$ cat src/rtl/sw_input_pkg.sv
// Shared types and constants for the switch input port.
package sw_input_pkg;

    typedef enum logic [1:0] {
        IDLE = 2'd0,
        WAIT = 2'd1,
        ACK  = 2'd2
    } rd_state_t;

    localparam int unsigned FIFO_DEPTH          = 4;
    localparam int unsigned DEF_DEBOUNCE_CYCLES = 100000;

endpackage

$ cat src/rtl/sw_debounce.sv
// Two-flop synchronizer plus prescaled two-sample debounce filter, one per switch bit.
module sw_debounce
    import sw_input_pkg::*;
#(
    parameter int unsigned WIDTH           = 16,
    parameter int unsigned DEBOUNCE_CYCLES = DEF_DEBOUNCE_CYCLES,
    parameter int unsigned TICK_BITS       = 17
) (
    input  logic             clk,
    input  logic             rst,
    input  logic [WIDTH-1:0] raw,
    output logic [WIDTH-1:0] stable
);

    localparam logic [TICK_BITS-1:0] LP_LAST = TICK_BITS'(DEBOUNCE_CYCLES - 1);

    logic [WIDTH-1:0]     r_sync1;
    logic [WIDTH-1:0]     r_sync2;
    logic [WIDTH-1:0]     r_samp;
    logic [WIDTH-1:0]     r_stable;
    logic [TICK_BITS-1:0] r_tick_cnt;
    logic                 w_tick;
    logic [WIDTH-1:0]     w_agree;

    assign w_tick  = (r_tick_cnt == LP_LAST);
    // A bit is accepted only when two consecutive tick samples agree.
    assign w_agree = ~(r_sync2 ^ r_samp);

    always_ff @(posedge clk) begin
        if (!rst) begin
            r_sync1    <= '0;
            r_sync2    <= '0;
            r_samp     <= '0;
            r_stable   <= '0;
            r_tick_cnt <= '0;
        end else begin
            r_sync1    <= raw;
            r_sync2    <= r_sync1;
            r_tick_cnt <= w_tick ? '0 : r_tick_cnt + 1'b1;
            if (w_tick) begin
                r_samp   <= r_sync2;
                r_stable <= (r_stable & ~w_agree) | (r_sync2 & w_agree);
            end
        end
    end

    assign stable = r_stable;

endmodule

$ cat src/rtl/sw_input_port.sv
// Debounced switch entry with enter-key commit and CPU req/ack read port.
// Define SW_INPUT_FIFO_EN to replace the single hold register with a 4-entry FIFO.
module sw_input_port
    import sw_input_pkg::*;
#(
    parameter int unsigned SW_WIDTH        = 16,
    parameter int unsigned DEBOUNCE_CYCLES = DEF_DEBOUNCE_CYCLES,
    parameter int unsigned TICK_BITS       = 17,
    parameter int unsigned DATA_WIDTH      = 32
) (
    input  logic                  clk,
    input  logic                  rst,
    input  logic [SW_WIDTH-1:0]   SW,
    input  logic                  cpu_rd_req,
    output logic                  cpu_rd_ack,
    output logic [DATA_WIDTH-1:0] cpu_rd_data,
    output logic                  data_valid,
    output logic                  overrun,
    output logic [SW_WIDTH-1:0]   sw_stable
);

    localparam int unsigned VW  = SW_WIDTH - 1;
    localparam int unsigned PAD = DATA_WIDTH - VW;

    logic [SW_WIDTH-1:0]   w_stable;
    logic                  r_enter_prev;
    logic                  w_commit;
    logic                  w_pop;
    logic                  w_push;
    logic                  w_full;
    logic                  w_dv;
    logic [VW-1:0]         w_head;
    logic                  r_ack;
    logic [DATA_WIDTH-1:0] r_data;
    logic                  r_overrun;
    rd_state_t             r_state;
    rd_state_t             w_next;

    sw_debounce #(
        .WIDTH          (SW_WIDTH),
        .DEBOUNCE_CYCLES(DEBOUNCE_CYCLES),
        .TICK_BITS      (TICK_BITS)
    ) u_debounce (
        .clk   (clk),
        .rst   (rst),
        .raw   (SW),
        .stable(w_stable)
    );

    assign w_commit = w_stable[SW_WIDTH-1] & ~r_enter_prev;
    assign w_pop    = (r_state == ACK);
    // A pop in the same cycle frees the slot, so that commit is accepted, not overrun.
    assign w_push   = w_commit & (~w_full | w_pop);

`ifdef SW_INPUT_FIFO_EN
    logic [VW-1:0] r_mem [FIFO_DEPTH];
    logic [1:0]    r_rd_ptr;
    logic [1:0]    r_wr_ptr;
    logic [2:0]    r_count;

    assign w_full = (r_count == 3'(FIFO_DEPTH));
    assign w_dv   = (r_count != '0);
    assign w_head = r_mem[r_rd_ptr];

    always_ff @(posedge clk) begin
        if (w_push) r_mem[r_wr_ptr] <= w_stable[SW_WIDTH-2:0];
    end

    always_ff @(posedge clk) begin
        if (!rst) begin
            r_rd_ptr <= '0;
            r_wr_ptr <= '0;
            r_count  <= '0;
        end else begin
            if (w_push) r_wr_ptr <= r_wr_ptr + 1'b1;
            if (w_pop)  r_rd_ptr <= r_rd_ptr + 1'b1;
            case ({w_push, w_pop})
                2'b10:   r_count <= r_count + 1'b1;
                2'b01:   r_count <= r_count - 1'b1;
                default: r_count <= r_count;
            endcase
        end
    end
`else
    logic [VW-1:0] r_hold;
    logic          r_valid;

    assign w_full = r_valid;
    assign w_dv   = r_valid;
    assign w_head = r_hold;

    always_ff @(posedge clk) begin
        if (!rst) begin
            r_hold  <= '0;
            r_valid <= 1'b0;
        end else begin
            if (w_push) begin
                r_hold  <= w_stable[SW_WIDTH-2:0];
                r_valid <= 1'b1;
            end else if (w_pop) begin
                r_valid <= 1'b0;
            end
        end
    end
`endif

    always_comb begin
        w_next = r_state;
        case (r_state)
            IDLE: if (cpu_rd_req) w_next = w_dv ? ACK : WAIT;
            WAIT: begin
                if (w_dv)             w_next = ACK;
                else if (!cpu_rd_req) w_next = IDLE;
            end
            ACK:     w_next = IDLE;
            default: w_next = IDLE;
        endcase
    end

    // Read data is captured on entry to ACK so it is stable for the whole ack cycle.
    always_ff @(posedge clk) begin
        if (!rst) begin
            r_state      <= IDLE;
            r_ack        <= 1'b0;
            r_data       <= '0;
            r_enter_prev <= 1'b0;
            r_overrun    <= 1'b0;
        end else begin
            r_state      <= w_next;
            r_ack        <= (w_next == ACK);
            r_enter_prev <= w_stable[SW_WIDTH-1];
            if (w_next == ACK) r_data <= {{PAD{1'b0}}, w_head};
            if (w_commit && w_full && !w_pop) r_overrun <= 1'b1;
        end
    end

    assign cpu_rd_ack  = r_ack;
    assign cpu_rd_data = r_data;
    assign data_valid  = w_dv;
    assign overrun     = r_overrun;
    assign sw_stable   = w_stable;

endmodule

$ cat config.mk
export PLATFORM = sky130hd
export DESIGN_NAME = sw_input_port
export DESIGN_NICKNAME = d
export VERILOG_FILES = /design/src/rtl/sw_input_pkg.sv /design/src/rtl/sw_debounce.sv /design/src/rtl/sw_input_port.sv
export SDC_FILE = /design/constraint.sdc
export NUM_CORES = 1
export LEC_CHECK = 0
export BUFFER_PORTS_ARGS = -buffer_cell sky130_fd_sc_hd__buf_2
export CAP_MARGIN = 10
export CORE_MARGIN = 2
export CORE_UTILIZATION = 55
export DETAILED_ROUTE_END_ITERATION = 6
export PLACE_DENSITY = 0.78
export SYNTH_ARGS = -nofsm -noshare
export SYNTH_HDL_FRONTEND = slang
export SYNTH_SLANG_ARGS = --single-unit
$ cat constraint.sdc
create_clock -name clk -period 2.6 [get_ports clk]
set_input_delay 0.52 -clock clk [delete_from_list [all_inputs] [get_ports clk]]
set_output_delay 0.52 -clock clk [all_outputs]
set_load 0.02 [all_outputs]
==> implementation parameters, run 1 <==
Parameter                              Value

Logic synthesis
  Register area share after synthesis ... 53.59%
  Cell area after synthesis ... 0.004370 mm^2
  Top cell type by total area after synthesis ... sky130_fd_sc_hd__dfxtp_1
  Ranking of synthesized cells by area ... sky130_fd_sc_hd__dfxtp_1 54%, sky130_fd_sc_hd__mux2i_1 6.9%, sky130_fd_sc_hd__and2_1 4.7%
  Synth warn ... 0
  Proportion of netlist area held by the largest area contributor ... 53.59%
  Syn Inst Count ... 446
  Count of state elements after synthesis ... 117
  Number of distinct library cells after synthesis ... 36
  Average cell area after synthesis ... 9.799 um^2

CTS
  Number of clock buffers inserted by TritonCTS ... 17
  Maximum buffer depth of the clock tree ... 2
  Clock edge transition at the registers on the reported setup and hold paths ... 0.05 ns
  CTS tree ... done
  Clk Latency, worst-skew pair ... 0.51 ns
  Number of levels the H-tree was split into ... 4
  Count of clock tree sinks ... 117
  Post_cts resized ... 0
  Library cell used as clock root buffer ... sky130_fd_sc_hd__clkbuf_8
  Post-CTS Hold Fix Bufs ... 0
  Postcts setup bufs ... 0

Drt
  DRC ... 0
  Iteration count of the initial detailed-routing pass ... 5
  Antenna violation net count after detailed routing ... 0
  Iter 0 DRT Violations ... 176
  Wire length after detailed routing ... 8414 um
  Detailed-route via count ... 3235
  DR vias/cell ... 5.277
  Per-cell routed wire length ... 13.73 um

Cells and area
  Area growth from synthesis to layout ... 21.70%
  Highest-count cells in the layout ignoring fill and taps ... 117 x sky130_fd_sc_hd__dfxtp_1, 52 x sky130_fd_sc_hd__buf_2, 50 x sky130_fd_sc_hd__nor2_1, 38 x sky130_fd_sc_hd__nand2_1, 33 x sky130_fd_sc_hd__and2_1
  Non-filler instance count after layout ... 613
  Filler Cell Count ... 592
  Fraction of final layout cells sized beyond drive strength 1 ... 21.33%
  Net total in the final layout ... 518
  Area occupied by registers ... 0.002342 mm^2
  ANT cells ... 0
  Leading cell type in the layout, fill and taps excluded ... sky130_fd_sc_hd__dfxtp_1
  Footprint of the multi-input gates ... 0.001819 mm^2
  Final non-filler cell area ... 0.005319 mm^2

Worst setup path
  Maximum fanout along the worst path ... 34
  Type of the worst setup path ... register to register
  Critical path endpoint category ... register
  Arrival @ worst endpoint ... 2.56 ns
  Data required time at the worst endpoint ... 2.99 ns
  Critical Path Start Type ... register

Timing
  Transition time of the tightest slew-check pin ... 0.5681 ns
  Unrepaired setup endpoints after global routing ... no
  Worst setup skew after layout ... 0.009219 ns
  Final Critical Period ... 2.171 ns
  Relative slew slack ... 62.13%
  Setup Viol. Count Final ... 0
  Post-Route Hold Slack ... 0.2195 ns
  Hold Violations, Final ... 0
  Post-route clock period utilization ... 83.50%
  Timing-limited maximum frequency ... 460.6 MHz
  Setup TNS Final ... 0 ns
  Total count of max-transition violations in the final report ... 0

Power
  Pint ... 3.698 mW
  Proportion of power drawn by combinational gates ... 2.2%
  PwrDens ... 858.4 mW/mm^2
  Net switching power of the design ... 0.8674 mW
  Sequential fraction of design power ... 40.2%
  Overall power consumption ... 4.566 mW
  Maximum ir drop on the vdd rail ... 429.0 uV
  Switching power as a share of total power ... 19.00%
  Portion of total power attributed to the clock network ... 57.6%
  Leakage dissipation ... 2.199 nW

Place
  Post-detailed-placement cell area ... 0.004646 mm^2
  Port buffer count ... 52
  Number of placed instances, taps included ... 581
  Final weighted congestion in routability-driven placement ... 0.8150
  Half-perimeter wire length after placement ... 5155 um

Die
  Effective utilization at floorplan ... 56.56%
  Die outline height ... 93.14 um
  Row count ... 32
  Core footprint ... 0.007727 mm^2
  Horizontal die dimension ... 93.14 um
  Full die area ... 0.008675 mm^2
  Top-Level Pins ... 70

Global routing
  Wire length of the first global-routing pass ... 13840 um
  Number of global-route vias before repair ... 2972
  Largest net degree at the start of global routing ... 84
  Total congestion overflow ... 0
  Global-route usage over all layers ... 20.48%
  Antenna violations before repair ... 0

Run status
  Outcome ... complete, no violations

Min path
  Class of the tightest hold or removal check ... input port to register

Job
  Max-cap violations ... 0
## final timing paths
path	from	endpoint	slack (ns)	cells past startpoint
max	u_debounce.r_tick_cnt[13]$_SDFF_PP0_	u_debounce.r_tick_cnt[2]$_SDFF_PP0_	0.43	5
min	SW[9]	u_debounce.r_sync1[9]$_SDFF_PN0_	0.22	2
max reg2reg	u_debounce.r_tick_cnt[13]$_SDFF_PP0_	u_debounce.r_tick_cnt[2]$_SDFF_PP0_	0.43	5
min reg2reg	u_debounce.r_sync1[8]$_SDFF_PN0_	u_debounce.r_sync2[8]$_SDFF_PN0_	0.43	1
## metrics by stage
step | setup WS [ns] | util (%)
2_1_floorplan | 0.6722 | -
3_3_place_gp | 0.4703 | 60.12
3_5_place_dp | 0.4498 | 60.12
4_1_cts | 0.4250 | 68.83
5_1_grt | 0.3119 | 68.83
6_report | 0.4290 | 68.83
## power groups by stage
stage / logic [mW] / registers (mW) / clock network, mW
finish: 0.0994 / 1.84 / 2.63
global route: 0.112 / 1.84 / 2.76
CTS: 0.101 / 1.84 / 2.67
detailed placement: 0.100 / 1.87 / 0
global placement: 0.0981 / 1.87 / 0
floorplan: 0.0928 / 1.87 / 0
## area by class of cell
type	instances	area share, %
Timing Repair Buffer	59	6.351
Inverter	5	0.3529
Multi-Input combinational cell	298	34.20
Tap cell	102	2.399
Sequential cell	117	44.04
Clock buffer	19	7.928
Clock inverter	13	4.728
## cell families after synthesis
logic type	synth area share [%]
other	0.08580
flip-flops	53.59
AND/OR/NAND/NOR	24.53
XOR/XNOR	2.806
multiplexers	6.871
adder cells (fa/ha/maj)	0.2862
AO/OA/AOI/OAI	5.382
buffers and inverters	6.441
## cells in the mapped netlist (all sizes together)
cell / number
and3: 1
nor4: 5
clkbuf: 13
or3: 1
or4bb: 1
nor2: 50
and2: 33
a21oi: 19
mux2i: 30
nand3: 36
ha: 1
nor4b: 1
xnor2: 12
nand4bb: 1
nand4: 20
or2: 2
or4b: 1
buf: 29
xor2: 2
nand2b: 2
or4: 1
clkinv: 1
conb: 1
nand2: 39
o21a: 1
o211ai: 17
nor3: 4
o21ai: 1
inv: 4
dfxtp: 117
## metal layers
metal | track usage (%) | up-vias | share of wire [%]
met4 | 9.191 | 0 | 1.4
met2 | 33.39 | 79 | 49
li1 | - | 1597 | -
met1 | 25.26 | 1546 | 45
met3 | 5.802 | 13 | 4.1
met5 | 0 | - | 0
## critical path, stage by stage (launching register included)
cell and delay [ns]:
sky130_fd_sc_hd__dfxtp_1 0.34, sky130_fd_sc_hd__or4b_1 0.60, sky130_fd_sc_hd__or4_1 0.53, sky130_fd_sc_hd__buf_4 0.29, sky130_fd_sc_hd__nand2_4 0.22, sky130_fd_sc_hd__nor2_1 0.07
No activity file was read; power rests on OpenSTA's default activity.
==> run 2, diff against run 1 <==
Settings changed: CORE_UTILIZATION 55 to 50, PLACE_DENSITY 0.78 to 0.75.
Clock period 2.6 ns to 1.8 ns, I/O delays scaled along.
==> run 2 against run 1 <==
  * The run now ends with setup timing left
  * Worst hold slack lost 0.16 ns
  * Routed wire length is 11% higher
  * Combinational power is 53% higher
  * Maximum frequency is 8.3% higher
  * Global-route usage decreased by 2.4 points
  * Clock skew shrank 0.0033 ns
  * First-iteration DRC count down 1.1%
  * Sequential power is 45% higher
  * Clock power up 29%
  * Flip-flop and latch count unchanged
  * Setup slack got worse by 0.63 ns
==> implementation parameters, run 2 (synthesis gave the netlist of run 1 again) <==
Parameter                              Value

Run status
  Outcome ... finished, violations left (was complete, no violations)
  Failing checks ... setup timing

Global routing
  Total congestion overflow ... 0 (unchanged)
  Antenna violations before repair ... 0 (unchanged)
  Global-route usage over all layers ... 18.07% (was 20.48%)
  Largest net degree at the start of global routing ... 52 (was 84)
  Number of global-route vias before repair ... 3097 (was 2972)
  Wire length of the first global-routing pass ... 13980 um (was 13840 um)

Cells and area
  Highest-count cells in the layout ignoring fill and taps ... 114 x sky130_fd_sc_hd__dfxtp_1, 52 x sky130_fd_sc_hd__buf_2, 45 x sky130_fd_sc_hd__nor2_1, 33 x sky130_fd_sc_hd__and2_1, 30 x sky130_fd_sc_hd__mux2i_1 (was 117 x sky130_fd_sc_hd__dfxtp_1, 52 x sky130_fd_sc_hd__buf_2, 50 x sky130_fd_sc_hd__nor2_1, 38 x sky130_fd_sc_hd__nand2_1, 33 x sky130_fd_sc_hd__and2_1)
  Fraction of final layout cells sized beyond drive strength 1 ... 30.38% (was 21.33%)
  Leading cell type in the layout, fill and taps excluded ... sky130_fd_sc_hd__dfxtp_1 (unchanged)
  Net total in the final layout ... 538 (was 518)
  ANT cells ... 0 (unchanged)
  Area growth from synthesis to layout ... 28.43% (was 21.70%)
  Final non-filler cell area ... 0.005613 mm^2 (was 0.005319 mm^2)

Worst setup path
  Depth of the most critical reg-to-reg path ... 5 (unchanged)
  Type of the worst setup path ... register to register (unchanged)
  Critical path endpoint category ... register (unchanged)
  Reg-to-Reg Start ... u_debounce.r_tick_cnt[13]$_SDFF_PP0_ (unchanged)
  Data required time at the worst endpoint ... 2.18 ns (was 2.99 ns)
  Critical Path Start Type ... register (unchanged)
  Arrival @ worst endpoint ... 2.38 ns (was 2.56 ns)
  Maximum fanout along the worst path ... 8 (was 34)
  Worst reg-to-reg setup slack ... -0.20 ns (was 0.43 ns)

CTS
  Clk Latency, worst-skew pair ... 0.51 ns (about the same)
  Number of levels the H-tree was split into ... 4 (unchanged)
  Count of clock tree sinks ... 117 (unchanged)
  Number of clock buffers inserted by TritonCTS ... 17 (unchanged)
  Clock edge transition at the registers on the reported setup and hold paths ... 0.06 ns (was 0.05 ns)
  CTS tree ... done (unchanged)
  Library cell used as clock root buffer ... sky130_fd_sc_hd__clkbuf_8 (unchanged)
  Maximum buffer depth of the clock tree ... 2 (unchanged)
  Post-CTS Hold Fix Bufs ... 0 (unchanged)

Drt
  Wire length after detailed routing ... 9367 um (was 8414 um)
  Iter 0 DRT Violations ... 174 (was 176)
  Detailed-route via count ... 3368 (was 3235)
  Antenna violation net count after detailed routing ... 0 (unchanged)
  Routed wl met2 ... 4646 um (was 4160 um)
  Routed length on met1 ... 4112 um (was 3794 um)
  DRC ... 0 (unchanged)
  Amount of wire on met3 after detailed routing ... 500 um (was 345 um)
  Uppermost metal layer occupied by signal nets ... met4 (unchanged)
  Iteration count of the initial detailed-routing pass ... 4 (was 5)
  Per-cell routed wire length ... 14.68 um (was 13.73 um)
  DR vias/cell ... 5.279 (was 5.277)

Timing
  Total count of max-transition violations in the final report ... 0 (unchanged)
  Final Critical Period ... 2.004 ns (was 2.171 ns)
  Transition time of the tightest slew-check pin ... 0.5380 ns (was 0.5681 ns)
  Hold Violations, Final ... 0 (unchanged)
  Worst setup skew after layout ... 0.005926 ns (was 0.009219 ns)
  Post-Route Hold Slack ... 0.06031 ns (was 0.2195 ns)
  Unrepaired setup endpoints after global routing ... yes (was no)
  Final critical-path setup slack ... -0.2044 ns (was 0.4290 ns)
  Relative slew slack ... 64.13% (was 62.13%)
  Timing-limited maximum frequency ... 498.9 MHz (was 460.6 MHz)
  Post-route clock period utilization ... 111.4% (was 83.50%)
  Setup Viol. Count Final ... 48 (was 0)

Job
  Max-cap violations ... 0 (unchanged)

Place
  Half-perimeter wire length after placement ... 5297 um (was 5155 um)
  Post-detailed-placement cell area ... 0.004767 mm^2 (was 0.004646 mm^2)
  Final weighted congestion in routability-driven placement ... 0.8405 (was 0.8150)
  Port buffer count ... 52 (unchanged)

Die
  Row count ... 34 (was 32)
  Full die area ... 0.009504 mm^2 (was 0.008675 mm^2)
  Die outline height ... 97.49 um (was 93.14 um)
  Core footprint ... 0.008593 mm^2 (was 0.007727 mm^2)
  Effective utilization at floorplan ... 50.86% (was 56.56%)
  Top-Level Pins ... 70 (unchanged)
  Horizontal die dimension ... 97.49 um (was 93.14 um)

Power
  PwrDens ... 1105 mW/mm^2 (was 858.4 mW/mm^2)
  Sequential fraction of design power ... 42.8% (was 40.2%)
  Switching power as a share of total power ... 19.58% (was 19.00%)
  Portion of total power attributed to the clock network ... 54.7% (was 57.6%)
  Pint ... 4.986 mW (was 3.698 mW)
  Proportion of power drawn by combinational gates ... 2.5% (was 2.2%)
  Leakage dissipation ... 2.381 nW (was 2.199 nW)
  Net switching power of the design ... 1.214 mW (was 0.8674 mW)
  Maximum ir drop on the vdd rail ... 654.8 uV (was 429.0 uV)

Min path
  Hold Path Depth ... 2 (unchanged)
  Endpoint, Worst Hold ... u_debounce.r_sync1[14]$_SDFF_PN0_ (was u_debounce.r_sync1[9]$_SDFF_PN0_)
  Hold Startpoint ... SW[14] (was SW[9])
  Class of the tightest hold or removal check ... input port to register (unchanged)
-- run 2: cell count changes in the layout (fill, tap and decap cells not counted), sizes merged --
cell | before | now
inv | 5 | 4
buf | 59 | 76
bufinv | 7 | 4
clkbuf | 19 | 24
nand2 | 39 | 40
clkinv | 3 | 5
clkinvlp | 3 | 1
-- run 2: layer usage --
layer | global-route usage [%] | vias to the layer above
met3 | 5.180 | 12
met5 | 0 | -
met1 | 22.08 | 1612
li1 | - | 1640
met4 | 7.372 | 0
met2 | 29.97 | 104
-- run 2: timing repair --
item,in CTS,in global routing
pin swaps,13,2
resized for setup,17,23
endpoints found under the setup margin,48,48
gates cloned,1,3
setup buffers,1,0
-- run 2: critical path, cell delays in order (launching register included) --
cell                      delay, ns
sky130_fd_sc_hd__dfxtp_2       0.32
sky130_fd_sc_hd__or4b_4        0.53
sky130_fd_sc_hd__or4_4         0.65
sky130_fd_sc_hd__buf_6         0.20
sky130_fd_sc_hd__nand3_2       0.08
sky130_fd_sc_hd__nand3_1       0.10
-- run 2: metrics by stage --
step                util, %  total power, mW  std cells  setup WS [ns]  TNS, ns
floorplan                 -            2.836        462        -0.1078   -3.756
global placement      55.47            2.844        602        -0.1218   -4.864
detailed placement    55.47            2.850        602        -0.1396   -5.651
CTS                   63.57            6.240        635        -0.1056   -2.942
global route          65.32            6.402        638        -0.2478   -8.891
finish                65.32            6.200        638        -0.2044   -6.983
-- run 2: worst max path at each step --
stage,start,end,slack [ns],depth (start not counted)
2_1_floorplan,u_debounce.r_tick_cnt[5]$_SDFF_PP0_,register,-0.11,6
3_3_place_gp,u_debounce.r_tick_cnt[5]$_SDFF_PP0_,u_debounce.r_tick_cnt[6]$_SDFF_PP0_,-0.12,5
3_5_place_dp,u_debounce.r_tick_cnt[15]$_SDFF_PP0_,u_debounce.r_tick_cnt[3]$_SDFF_PP0_,-0.14,5
4_1_cts,u_debounce.r_tick_cnt[5]$_SDFF_PP0_,u_debounce.r_samp[0]$_SDFFE_PN0N_,-0.11,5
5_1_grt,u_debounce.r_tick_cnt[13]$_SDFF_PP0_,register,-0.25,5
6_report,u_debounce.r_tick_cnt[13]$_SDFF_PP0_,register,-0.20,5
-- run 2: cell type report --
cell class / instances / area, um^2
Tap cell: 108 / 135.1
Timing Repair Buffer: 78 / 523.0
Sequential cell: 117 / 2346
Fill cell: 651 / 2980
Multi-Input combinational cell: 299 / 1986
Inverter: 5 / 18.77
Clock buffer: 22 / 452.9
Clock inverter: 9 / 151.4
-- run 2: power groups by stage --
stage                     Combinational, mW  Sequential (mW)  Clock, mW
final                                 0.152             2.66       3.39
after global routing                  0.169             2.66       3.58
after CTS                             0.153             2.65       3.43
after detailed placement              0.143             2.71          0
after global placement                0.139             2.71          0
after floorplan                       0.135             2.70          0
==> run 3, diff against run 2 <==
Settings changed: ABC_AREA from default to 1, ABC_CLOCK_PERIOD_IN_PS from default to 1800.
==> run 3 against run 2 <==
  * The run now ends clean
  * Setup slack improved by 0.39 ns
  * Critical path depth increased by 5
  * Synthesized cell count increased by 27%
==> implementation parameters, run 3 <==
Parameter                              Value

Run status
  Outcome ... complete, no violations (was finished, violations left)

CTS
  Clk Latency, worst-skew pair ... 0.52 ns (was 0.51 ns)
  Number of levels the H-tree was split into ... 4 (unchanged)
  Maximum buffer depth of the clock tree ... 2 (unchanged)
  Post-CTS Hold Fix Bufs ... 0 (unchanged)
  Library cell used as clock root buffer ... sky130_fd_sc_hd__clkbuf_8 (unchanged)
  CTS tree ... done (unchanged)
  Clock edge transition at the registers on the reported setup and hold paths ... 0.06 ns (about the same)
  Number of clock buffers inserted by TritonCTS ... 17 (unchanged)
  Count of clock tree sinks ... 117 (unchanged)

Drt
  Antenna violation net count after detailed routing ... 0 (unchanged)
  Per-cell routed wire length ... 11.79 um (was 14.68 um)
  Iter 0 DRT Violations ... 208 (was 174)
  Wire length after detailed routing ... 8747 um (was 9367 um)
  DRC ... 0 (unchanged)
  Iteration count of the initial detailed-routing pass ... 4 (unchanged)
  Detailed-route via count ... 3643 (was 3368)
  DR vias/cell ... 4.910 (was 5.279)

Cells and area
  Highest-count cells in the layout ignoring fill and taps ... 117 x sky130_fd_sc_hd__dfxtp_1, 83 x sky130_fd_sc_hd__nor2_1, 83 x sky130_fd_sc_hd__nand2_1, 69 x sky130_fd_sc_hd__inv_1, 52 x sky130_fd_sc_hd__buf_2 (was 114 x sky130_fd_sc_hd__dfxtp_1, 52 x sky130_fd_sc_hd__buf_2, 45 x sky130_fd_sc_hd__nor2_1, 33 x sky130_fd_sc_hd__and2_1, 30 x sky130_fd_sc_hd__mux2i_1)
  Leading cell type in the layout, fill and taps excluded ... sky130_fd_sc_hd__dfxtp_1 (unchanged)
  Fraction of final layout cells sized beyond drive strength 1 ... 18.14% (was 30.38%)
  ANT cells ... 0 (unchanged)
  Final core utilization ... 61.81% (was 65.32%)
  Filler Cell Count ... 740 (was 651)
  Net total in the final layout ... 641 (was 538)
  Area growth from synthesis to layout ... 20.83% (was 28.43%)

Job
  Max-cap violations ... 0 (unchanged)

Die
  Top-Level Pins ... 70 (unchanged)
  Row count ... 34 (unchanged)
  Core footprint ... 0.008678 mm^2 (was 0.008593 mm^2)
  Full die area ... 0.009648 mm^2 (was 0.009504 mm^2)
  Horizontal die dimension ... 98.23 um (was 97.49 um)
  Effective utilization at floorplan ... 51.15% (was 50.86%)
  Die outline height ... 98.23 um (was 97.49 um)

Power
  Switching power as a share of total power ... 20.86% (was 19.58%)
  Portion of total power attributed to the clock network ... 56.3% (was 54.7%)
  Proportion of power drawn by combinational gates ... 2.4% (was 2.5%)
  Pint ... 5.080 mW (was 4.986 mW)
  Leakage dissipation ... 2.451 nW (was 2.381 nW)
  Maximum ir drop on the vdd rail ... 650.7 uV (was 654.8 uV)
  Sequential fraction of design power ... 41.3% (was 42.8%)
  PwrDens ... 1197 mW/mm^2 (was 1105 mW/mm^2)
  Net switching power of the design ... 1.339 mW (was 1.214 mW)

Logic synthesis
  Number of distinct library cells after synthesis ... 31 (was 36)
  Average cell area after synthesis ... 7.829 um^2 (was 9.799 um^2)
  Register area share after synthesis ... 52.76% (was 53.59%)
  Syn Inst Count ... 567 (was 446)
  Top cell type by total area after synthesis ... sky130_fd_sc_hd__dfxtp_1 (unchanged)
  Ranking of synthesized cells by area ... sky130_fd_sc_hd__dfxtp_1 53%, sky130_fd_sc_hd__nand2_1 7.0%, sky130_fd_sc_hd__nor2_1 7.0% (was sky130_fd_sc_hd__dfxtp_1 54%, sky130_fd_sc_hd__mux2i_1 6.9%, sky130_fd_sc_hd__and2_1 4.7%)
  Number of synthesized flops with an enable pin ... 0 (unchanged)
  Share of synthesized registers carrying an async set or reset ... 0% (unchanged)
  Proportion of netlist area held by the largest area contributor ... 52.76% (was 53.59%)
  Most numerous cell types in the synthesized netlist ... 117 x sky130_fd_sc_hd__dfxtp_1, 83 x sky130_fd_sc_hd__nand2_1, 83 x sky130_fd_sc_hd__nor2_1, 69 x sky130_fd_sc_hd__inv_1, 39 x sky130_fd_sc_hd__nand3_1 (was 117 x sky130_fd_sc_hd__dfxtp_1, 50 x sky130_fd_sc_hd__nor2_1, 38 x sky130_fd_sc_hd__nand2_1, 33 x sky130_fd_sc_hd__and2_1, 30 x sky130_fd_sc_hd__mux2i_1)
  Main synth FF type ... sky130_fd_sc_hd__dfxtp_1 (unchanged)
  Count of state elements after synthesis ... 117 (unchanged)
  Cell area after synthesis ... 0.004439 mm^2 (was 0.004370 mm^2)
  Most repeated cell in the gate-level netlist after synthesis ... sky130_fd_sc_hd__dfxtp_1 (unchanged)
  Synth warn ... 0 (unchanged)

Worst setup path
  Critical path endpoint category ... register (unchanged)
  Arrival @ worst endpoint ... 2.03 ns (was 2.38 ns)
  Data required time at the worst endpoint ... 2.21 ns (was 2.18 ns)
  Depth of the most critical reg-to-reg path ... 10 (was 5)
  Type of the worst setup path ... register to register (unchanged)
  Maximum fanout along the worst path ... 6 (was 8)
  Reg-to-Reg Start ... u_debounce.r_tick_cnt[0]$_SDFF_PP0_ (was u_debounce.r_tick_cnt[13]$_SDFF_PP0_)
  CP startpoint ... u_debounce.r_tick_cnt[0]$_SDFF_PP0_ (was u_debounce.r_tick_cnt[13]$_SDFF_PP0_)
  Critical Path Start Type ... register (unchanged)

Timing
  Post-Route Hold Slack ... 0.02533 ns (was 0.06031 ns)
  Hold Violations, Final ... 0 (unchanged)
  Post-route clock period utilization ... 89.88% (was 111.4%)
  Total count of max-transition violations in the final report ... 0 (unchanged)
  Setup Viol. Count Final ... 0 (was 48)
  Final Critical Period ... 1.618 ns (was 2.004 ns)
  Setup TNS Final ... 0 ns (was -6.983 ns)
  Relative slew slack ... 53.76% (was 64.13%)
  Final critical-path setup slack ... 0.1822 ns (was -0.2044 ns)
  Transition time of the tightest slew-check pin ... 0.6928 ns (was 0.5380 ns)
  Unrepaired setup endpoints after global routing ... no (was yes)
  Timing-limited maximum frequency ... 618.1 MHz (was 498.9 MHz)
  Worst setup skew after layout ... 0.01199 ns (was 0.005926 ns)

Min path
  Class of the tightest hold or removal check ... input port to register (unchanged)
  Hold Startpoint ... SW[1] (was SW[14])
  Hold Path Depth ... 3 (was 2)

Global routing
  Number of global-route vias before repair ... 3343 (was 3097)
  Largest net degree at the start of global routing ... 33 (was 52)
  Total congestion overflow ... 0 (unchanged)
  Global-route usage over all layers ... 19.15% (was 18.07%)
  Wire length of the first global-routing pass ... 14860 um (was 13980 um)
  Antenna violations before repair ... 0 (unchanged)

Place
  Final weighted congestion in routability-driven placement ... 0.8229 (was 0.8405)
  Port buffer count ... 52 (unchanged)
  Half-perimeter wire length after placement ... 5774 um (was 5297 um)
  Minimum setup slack after placement ... 0.1206 ns (was -0.1396 ns)
[run 3: changes by cell type after synthesis, moves of 13 or more]
cell,change
sky130_fd_sc_hd__inv_1,+65
sky130_fd_sc_hd__nand2_1,+45
sky130_fd_sc_hd__and2_1,-33
sky130_fd_sc_hd__nor2_1,+33
sky130_fd_sc_hd__o21ai_0,+32
sky130_fd_sc_hd__mux2i_1,-30
sky130_fd_sc_hd__nand3_1,+18
sky130_fd_sc_hd__o211ai_1,-17
sky130_fd_sc_hd__o21ai_1,+16
sky130_fd_sc_hd__nand3_2,-13
[run 3: final cells by class]
class | count | area [um^2] | area share (%)
clock inverters | 14 | 226.5 | 4.222
inverters | 74 | 279.0 | 5.202
multi-input cells | 350 | 1628 | 30.35
well taps | 108 | 135.1 | 2.519
clock buffers | 18 | 417.9 | 7.791
repair buffers | 61 | 335.3 | 6.251
flip-flops and latches | 117 | 2342 | 43.67
[run 3: metrics by stage]
| step | cells | instance area, um^2 | power, mW |
|---|---|---|---|
| after floorplan | 583 | 4499 | 2.844 |
| after global placement | 710 | 4707 | 2.858 |
| after detailed placement | 710 | 4707 | 2.863 |
| after CTS | 742 | 5351 | 6.483 |
| after global routing | 742 | 5364 | 6.609 |
| final | 742 | 5364 | 6.419 |
[run 3: metal layers]
metal / global-route usage [%] / vias up / wire length, um
met5: 0 / - / 0
met4: 8.535 / 0 / 70
met3: 5.727 / 8 / 528
met2: 30.35 / 125 / 4038
met1: 24.26 / 1638 / 4109
li1: - / 1872 / -
[run 3: logic make-up (layout without fill, tap and decap cells)]
kind of cell             count (synthesis)  in the layout  synth area share, %
AND/OR/NAND/NOR                        253            253                25.51
flip-flops                             117            117                52.76
buffers and inverters                  116            167                12.03
AO/OA/AOI/OAI                           74             74                8.343
XOR/XNOR                                 5              5               0.9867
adder cells (fa/ha/maj)                  1              1               0.2818
other                                    1             17              0.08447
[run 3: worst max-delay path, cell delays in order, from the launching register on]
cell and delay [ns]:
sky130_fd_sc_hd__dfxtp_1 0.37, sky130_fd_sc_hd__ha_1 0.23, sky130_fd_sc_hd__nand3_2 0.14, sky130_fd_sc_hd__nor2_4 0.18, sky130_fd_sc_hd__nand2_1 0.10, sky130_fd_sc_hd__nor2_1 0.20
sky130_fd_sc_hd__nand2_1 0.09, sky130_fd_sc_hd__nand2_1 0.07, sky130_fd_sc_hd__nand2_1 0.05, sky130_fd_sc_hd__nand2_1 0.05, sky130_fd_sc_hd__inv_1 0.03
[run 3: what timing repair did]
action / in CTS / in global routing
resized for setup: 0 / 3
endpoints found under the hold margin: 0 / 0
endpoints found under the setup margin: 0 / 16
buffers inserted: 0 / 0
[run 3: power by group through the flow]
stage	Clock, mW	Combinational (mW)	Sequential [mW]
floorplan	0	0.143	2.70
global placement	0	0.152	2.71
detailed placement	0	0.155	2.71
CTS	3.68	0.154	2.65
global route	3.78	0.177	2.66
finish	3.61	0.153	2.65
[run 3: worst paths after layout]
check	endpoint	slack (ns)
setup / recovery	u_debounce.r_tick_cnt[16]$_SDFF_PP0_	0.18
setup reg to reg	u_debounce.r_tick_cnt[16]$_SDFF_PP0_	0.18
hold / removal	u_debounce.r_sync1[1]$_SDFF_PN0_	0.03
hold reg to reg	u_debounce.r_sync2[10]$_SDFF_PN0_	0.41
